==> src/rtl/mem_initiator.sv <==
// Memory-side strobe master: sequences N_OE/N_WE with setup, strobe-width and recovery
// cycles, and does read-modify-write for sub-word stores. Optional: MEM_INITIATOR_ALIGN_CHECK_EN.
module mem_initiator #(
    parameter int unsigned WAIT_CYCLES = 1
) (
    input  logic        CLK,
    input  logic        N_RST,
    input  logic        REQ,
    input  logic        WR,
    input  logic [1:0]  SIZE,
    input  logic        SIGNED,
    input  logic [31:0] REQ_ADDR,
    input  logic [31:0] REQ_DATA,
    output logic        BUSY,
    output logic        DONE,
    output logic        ERR,
    output logic [31:0] RDATA,
    output logic [31:0] ADDR,
    output logic        N_WE,
    output logic        N_OE,
    output logic [31:0] BUS_OUT,
    input  logic [31:0] BUS_IN
);

    typedef enum logic [2:0] {
        S_IDLE,
        S_RD,
        S_SETUP,
        S_WR,
        S_FIN
    } state_t;

    localparam logic [3:0] CNT_INIT = 4'(WAIT_CYCLES - 32'd1);

    state_t      r_state;
    logic [3:0]  r_cnt;
    logic        r_wr;
    logic [1:0]  r_size;
    logic        r_signed;
    logic [1:0]  r_lo;
    logic [15:0] r_data;
    logic        r_busy;
    logic        r_done;
    logic [31:0] r_rdata;
    logic [31:0] r_addr;
    logic        r_n_we;
    logic        r_n_oe;
    logic [31:0] r_bus_out;

    logic [7:0]  w_byte;
    logic [15:0] w_half;
    logic [31:0] w_load_val;
    logic [31:0] w_merge;

    // Lane extraction and sub-word merge both work on the word currently on BUS_IN.
    always_comb begin
        w_byte = BUS_IN[{r_lo, 3'b000} +: 8];
        w_half = r_lo[1] ? BUS_IN[31:16] : BUS_IN[15:0];
        case (r_size)
            2'b00:   w_load_val = {{24{r_signed & w_byte[7]}}, w_byte};
            2'b01:   w_load_val = {{16{r_signed & w_half[15]}}, w_half};
            default: w_load_val = BUS_IN;
        endcase
    end

    always_comb begin
        w_merge = BUS_IN;
        if (r_size == 2'b00) begin
            w_merge[{r_lo, 3'b000} +: 8] = r_data[7:0];
        end else if (r_lo[1]) begin
            w_merge[31:16] = r_data;
        end else begin
            w_merge[15:0] = r_data;
        end
    end

`ifdef MEM_INITIATOR_ALIGN_CHECK_EN
    logic r_err;
    logic w_misalign;

    assign w_misalign = ((SIZE == 2'b01) && REQ_ADDR[0]) ||
                        (SIZE[1] && (REQ_ADDR[1:0] != 2'b00));
    assign ERR = r_err;
`else
    assign ERR = 1'b0;
`endif

    always_ff @(posedge CLK or negedge N_RST) begin
        if (!N_RST) begin
            r_state   <= S_IDLE;
            r_cnt     <= '0;
            r_wr      <= 1'b0;
            r_size    <= '0;
            r_signed  <= 1'b0;
            r_lo      <= '0;
            r_data    <= '0;
            r_busy    <= 1'b0;
            r_done    <= 1'b0;
            r_rdata   <= '0;
            r_addr    <= '0;
            r_n_we    <= 1'b1;
            r_n_oe    <= 1'b1;
            r_bus_out <= '0;
`ifdef MEM_INITIATOR_ALIGN_CHECK_EN
            r_err     <= 1'b0;
`endif
        end else begin
            r_done <= 1'b0;
            case (r_state)
                S_IDLE: begin
                    if (REQ) begin
                        r_wr     <= WR;
                        r_size   <= SIZE;
                        r_signed <= SIGNED;
                        r_lo     <= REQ_ADDR[1:0];
                        r_data   <= REQ_DATA[15:0];
                        r_addr   <= {REQ_ADDR[31:2], 2'b00};
                        r_busy   <= 1'b1;
`ifdef MEM_INITIATOR_ALIGN_CHECK_EN
                        r_err    <= w_misalign;
                        if (w_misalign) begin
                            r_done  <= 1'b1;
                            r_state <= S_FIN;
                        end else
`endif
                        if (WR && SIZE[1]) begin
                            r_bus_out <= REQ_DATA;
                            r_state   <= S_SETUP;
                        end else begin
                            r_n_oe  <= 1'b0;
                            r_cnt   <= CNT_INIT;
                            r_state <= S_RD;
                        end
                    end
                end
                S_RD: begin
                    if (r_cnt == 4'd0) begin
                        r_n_oe <= 1'b1;
                        if (r_wr) begin
                            r_bus_out <= w_merge;
                            r_state   <= S_SETUP;
                        end else begin
                            r_rdata <= w_load_val;
                            r_done  <= 1'b1;
                            r_state <= S_FIN;
                        end
                    end else begin
                        r_cnt <= r_cnt - 4'd1;
                    end
                end
                S_SETUP: begin
                    r_n_we  <= 1'b0;
                    r_cnt   <= CNT_INIT;
                    r_state <= S_WR;
                end
                S_WR: begin
                    if (r_cnt == 4'd0) begin
                        r_n_we  <= 1'b1;
                        r_done  <= 1'b1;
                        r_state <= S_FIN;
                    end else begin
                        r_cnt <= r_cnt - 4'd1;
                    end
                end
                S_FIN: begin
                    r_busy  <= 1'b0;
                    r_state <= S_IDLE;
                end
                default: r_state <= S_IDLE;
            endcase
        end
    end

    assign BUSY    = r_busy;
    assign DONE    = r_done;
    assign RDATA   = r_rdata;
    assign ADDR    = r_addr;
    assign N_WE    = r_n_we;
    assign N_OE    = r_n_oe;
    assign BUS_OUT = r_bus_out;

endmodule

==> config.mk <==
export PLATFORM = sky130hd
export DESIGN_NAME = mem_initiator
export DESIGN_NICKNAME = d
export VERILOG_FILES = /design/src/rtl/mem_initiator.sv
export SDC_FILE = /design/constraint.sdc
export NUM_CORES = 1
export LEC_CHECK = 0
export BUFFER_PORTS_ARGS = -buffer_cell sky130_fd_sc_hd__buf_4
export CORE_MARGIN = 4
export CORE_UTILIZATION = 50
export CTS_BUF_LIST = sky130_fd_sc_hd__clkbuf_2
export DETAILED_ROUTE_END_ITERATION = 16
export PLACE_DENSITY_LB_ADDON = 0.2
export SLEW_MARGIN = 10
export SYNTH_ARGS = -nofsm -noshare
export SYNTH_HDL_FRONTEND = slang
export SYNTH_SLANG_ARGS = --single-unit
==> constraint.sdc <==
create_clock -name CLK -period 2.75 [get_ports CLK]
set_input_delay 0.275 -clock CLK [delete_from_list [all_inputs] [get_ports CLK]]
set_output_delay 0.275 -clock CLK [all_outputs]
set_load 0.03 [all_outputs]
==> flow_summary.json <==
{
  "fillers": 937,
  "critPathArrivalTime_ps": 3030,
  "core_area_mm2": 0.0133,
  "dr.pass1.iters": 7,
  "cts_root_buf": "clkbuf_2",
  "yosys_warnings": 0,
  "top_layer": "met4",
  "maxCapViolations": 0,
  "htree_num_levels": 4,
  "slew_viol_final": 0,
  "met1Wirelength_um": 9810,
  "drtIter0Drc": 656,
  "fmax_mhz": 414,
  "area_delta_synth_final_pct": 41.3,
  "initial_core_util": 0.515,
  "whs_ps": 349,
  "peakVddDrop_uv": 721,
  "dieWidth_um": 125,
  "crit_path_end_kind": "register",
  "ioPinCount": 204,
  "synth_seq_cells": 127,
  "wl_met2_um": 11200,
  "hold_path_depth": 3,
  "antenna_found_initial": 0,
  "min_period_over_period": 0.879,
  "met3_wirelength_um": 1730,
  "cts-resized-gates": 0,
  "clk_pin_slew_ps": 190,
  "post_cts_buffers": 0,
  "final_antenna_net_count": 0,
  "outcome": "completed",
  "grt_pass1_wl_um": 37200,
  "port_buffers": 200,
  "synthArstFlopShare": 1.00,
  "grt_usage": 0.298,
  "syn_area_per_cell_um2": 10.2,
  "viasPerCell": 5.94,
  "dr_total_vias": 6803,
  "numCtsBuffers": 17,
  "rsz0062_at_grt": "no",
  "finalSetupViolations": 0,
  "period_minus_slack_ps": 2420,
  "clk_path_buf_depth": 2,
  "critPathMaxFanout": 32,
  "wl_per_cell_um": 20.6,
  "critPathKind": "register to register",
  "syn_inst": 674,
  "clk_latency_ps": 700,
  "yosys_most_used_dff": "dfrtp_1",
  "tritoncts": "yes",
  "synth_area_leader_cell": "dfrtp_1",
  "seq_area_frac_synth": 0.463,
  "p_per_area_mw_per_mm2": 1210,
  "final_nets": 1066,
  "ys_top_cells_by_area": "dfrtp_1, mux2_2, a21oi_1",
  "placed_area_mm2": 0.00847,
  "routed_wl_um": 23600,
  "synth_top_area_share": 0.455,
  "grt_overflow": 0,
  "hold_viol_final": 0,
  "num_rows": 42,
  "drc": 0,
  "start_kind": "register",
  "synth_edf_count": 0,
  "finClkSkew_ps": 26.3,
  "place.gp.congestion": 0.908,
  "grt_max_degree": 68,
  "fp.dieH_um": 125,
  "tightest_slew_ps": 834,
  "first_global_vias": 6892,
  "clock_sinks": 127,
  "yosysUniqueCellTypes": 56,
  "slew-limit-headroom": 0.444,
  "stdcell_area_mm2": 0.00971,
  "setup_tns_ps": 0,
  "required_ps": 3370,
  "worstHoldPathType": "input port to register",
  "r2r_cells": 5,
  "p_leak_nw": 4.30,
  "cts_hold_buffers": 105,
  "die_area_mm2": 0.0157,
  "netlist_area_mm2": 0.00687,
  "dp_hpwl_um": 15500,
  "drive_gt1_frac": 0.340
}
==> kinds of logic after synthesis <==
group	count (synthesis)	synth area share
AOI/OAI and AO/OA	214	0.205
adders and majority gates	6	0.0109
buffers and inverters	71	0.0481
DFF	127	0.463
muxes	93	0.149
other	1	0.000546
and+or+nand+nor	162	0.124
==> final timing paths <==
kind	end	slack, ps	startpoint
max in group asynchronous	BUS_OUT[15]$_DFFE_PN0P_	1610	N_RST
worst min-delay path	ADDR[25]$_DFFE_PN0P_	350	REQ_ADDR[25]
worst max register to register	BUS_OUT[10]$_DFFE_PN0P_	330	r_state[0]$_DFFE_PN0P_
worst min register to register	RDATA[3]$_DFFE_PN0P_	500	RDATA[3]$_DFFE_PN0P_
min in group asynchronous	RDATA[17]$_DFFE_PN0P_	490	N_RST
worst max-delay path	BUS_OUT[10]$_DFFE_PN0P_	330	r_state[0]$_DFFE_PN0P_
==> cell usage in the layout, fill, tap and decap left out, drive strengths merged, types with 5 or more instances in the layout <==
cell	Yosys	final
nand4	13	13
nand3	11	11
buf	37	218
nand2b	10	10
clkbuf	23	22
a21oi	69	69
nor2b	6	6
clkinv	0	5
dlygate4sd3	0	104
o21ai	49	49
nor2	35	35
mux2i	30	30
ha	6	6
dfrtp	125	125
a31oi	19	19
a221o	14	14
a22oi	8	8
nand2	61	61
mux2	62	62
and3	10	10
inv	11	11
o32ai	5	5
o22a	21	21
==> area by class of cell <==
type	instances	area (µm²)	share of cell area
antenna	1	2.50	0.000258
clock buffer	22	110	0.0113
clock inverter	8	68.8	0.00709
inverter	11	41.3	0.00425
multi-input combinational	478	3370	0.347
sequential	127	3180	0.328
tap	176	220	0.0227
timing repair buffer	322	2720	0.280
==> flip-flops by register name (all words and copies together), names as in the netlist <==
signal    count
BUS_OUT      32
RDATA        32
ADDR         30
r_data       16
r_cnt         4
r_state       3
r_lo          2
r_size        2
BUSY          1
DONE          1
N_OE          1
N_WE          1
r_signed      1
r_wr          1
==> synthesized netlist by cell type, drive strengths merged (2+ instances only) <==
| cell | number |
|---|---|
| o21ai | 49 |
| nor2 | 35 |
| nor3b | 2 |
| dfstp | 2 |
| a2bb2oi | 2 |
| o32ai | 5 |
| buf | 37 |
| a311oi | 3 |
| clkbuf | 23 |
| o31ai | 4 |
| or3b | 4 |
| nand2 | 61 |
| a22oi | 8 |
| a22o | 2 |
| a32o | 3 |
| inv | 11 |
| nand2b | 10 |
| nand4 | 13 |
| a221o | 14 |
| nand3 | 11 |
| ha | 6 |
| o2bb2ai | 2 |
| mux2i | 30 |
| dfrtp | 125 |
| o22a | 21 |
| a221oi | 3 |
| o2111a | 2 |
| mux2 | 62 |
| and3 | 10 |
| nor4b | 2 |
| a211oi | 4 |
| nor2b | 6 |
| a31oi | 19 |
| a21oi | 69 |
==> per-layer routing <==
layer  track usage  up-vias
met4         0.131        0
li1              -     3056
met3        0.0657       68
met2         0.483      355
met5             0        -
met1         0.388     3324
==> where the power goes <==
group	total [mW]	internal (mW)	leakage [nW]	switching [mW]
registers	3.61	2.80	1.47	0.808
clock network	0.992	0.324	0.123	0.668
logic	7.13	2.88	2.70	4.25
==> critical path: stages, from the launching register on <==
cell	delay (ps)
dfrtp_1	600
nor4b_4	670
a32oi_2	340
a21oi_2	180
buf_4	350
a2bb2oi_1	190
==> through the flow <==
| stage | instances | total power, mW | setup slack (ps) | util |
|---|---|---|---|---|
| 2_1_floorplan | 676 | 8.26 | 239 | - |
| 3_3_place_gp | 1009 | 10.4 | 497 | 0.634 |
| 3_5_place_dp | 1009 | 10.6 | 387 | 0.634 |
| 4_1_cts | 1144 | 11.7 | 391 | 0.727 |
| 5_1_grt | 1144 | 12.5 | 184 | 0.727 |
| 6_report | 1145 | 11.7 | 333 | 0.727 |
Power figures use the tool's default switching activity.
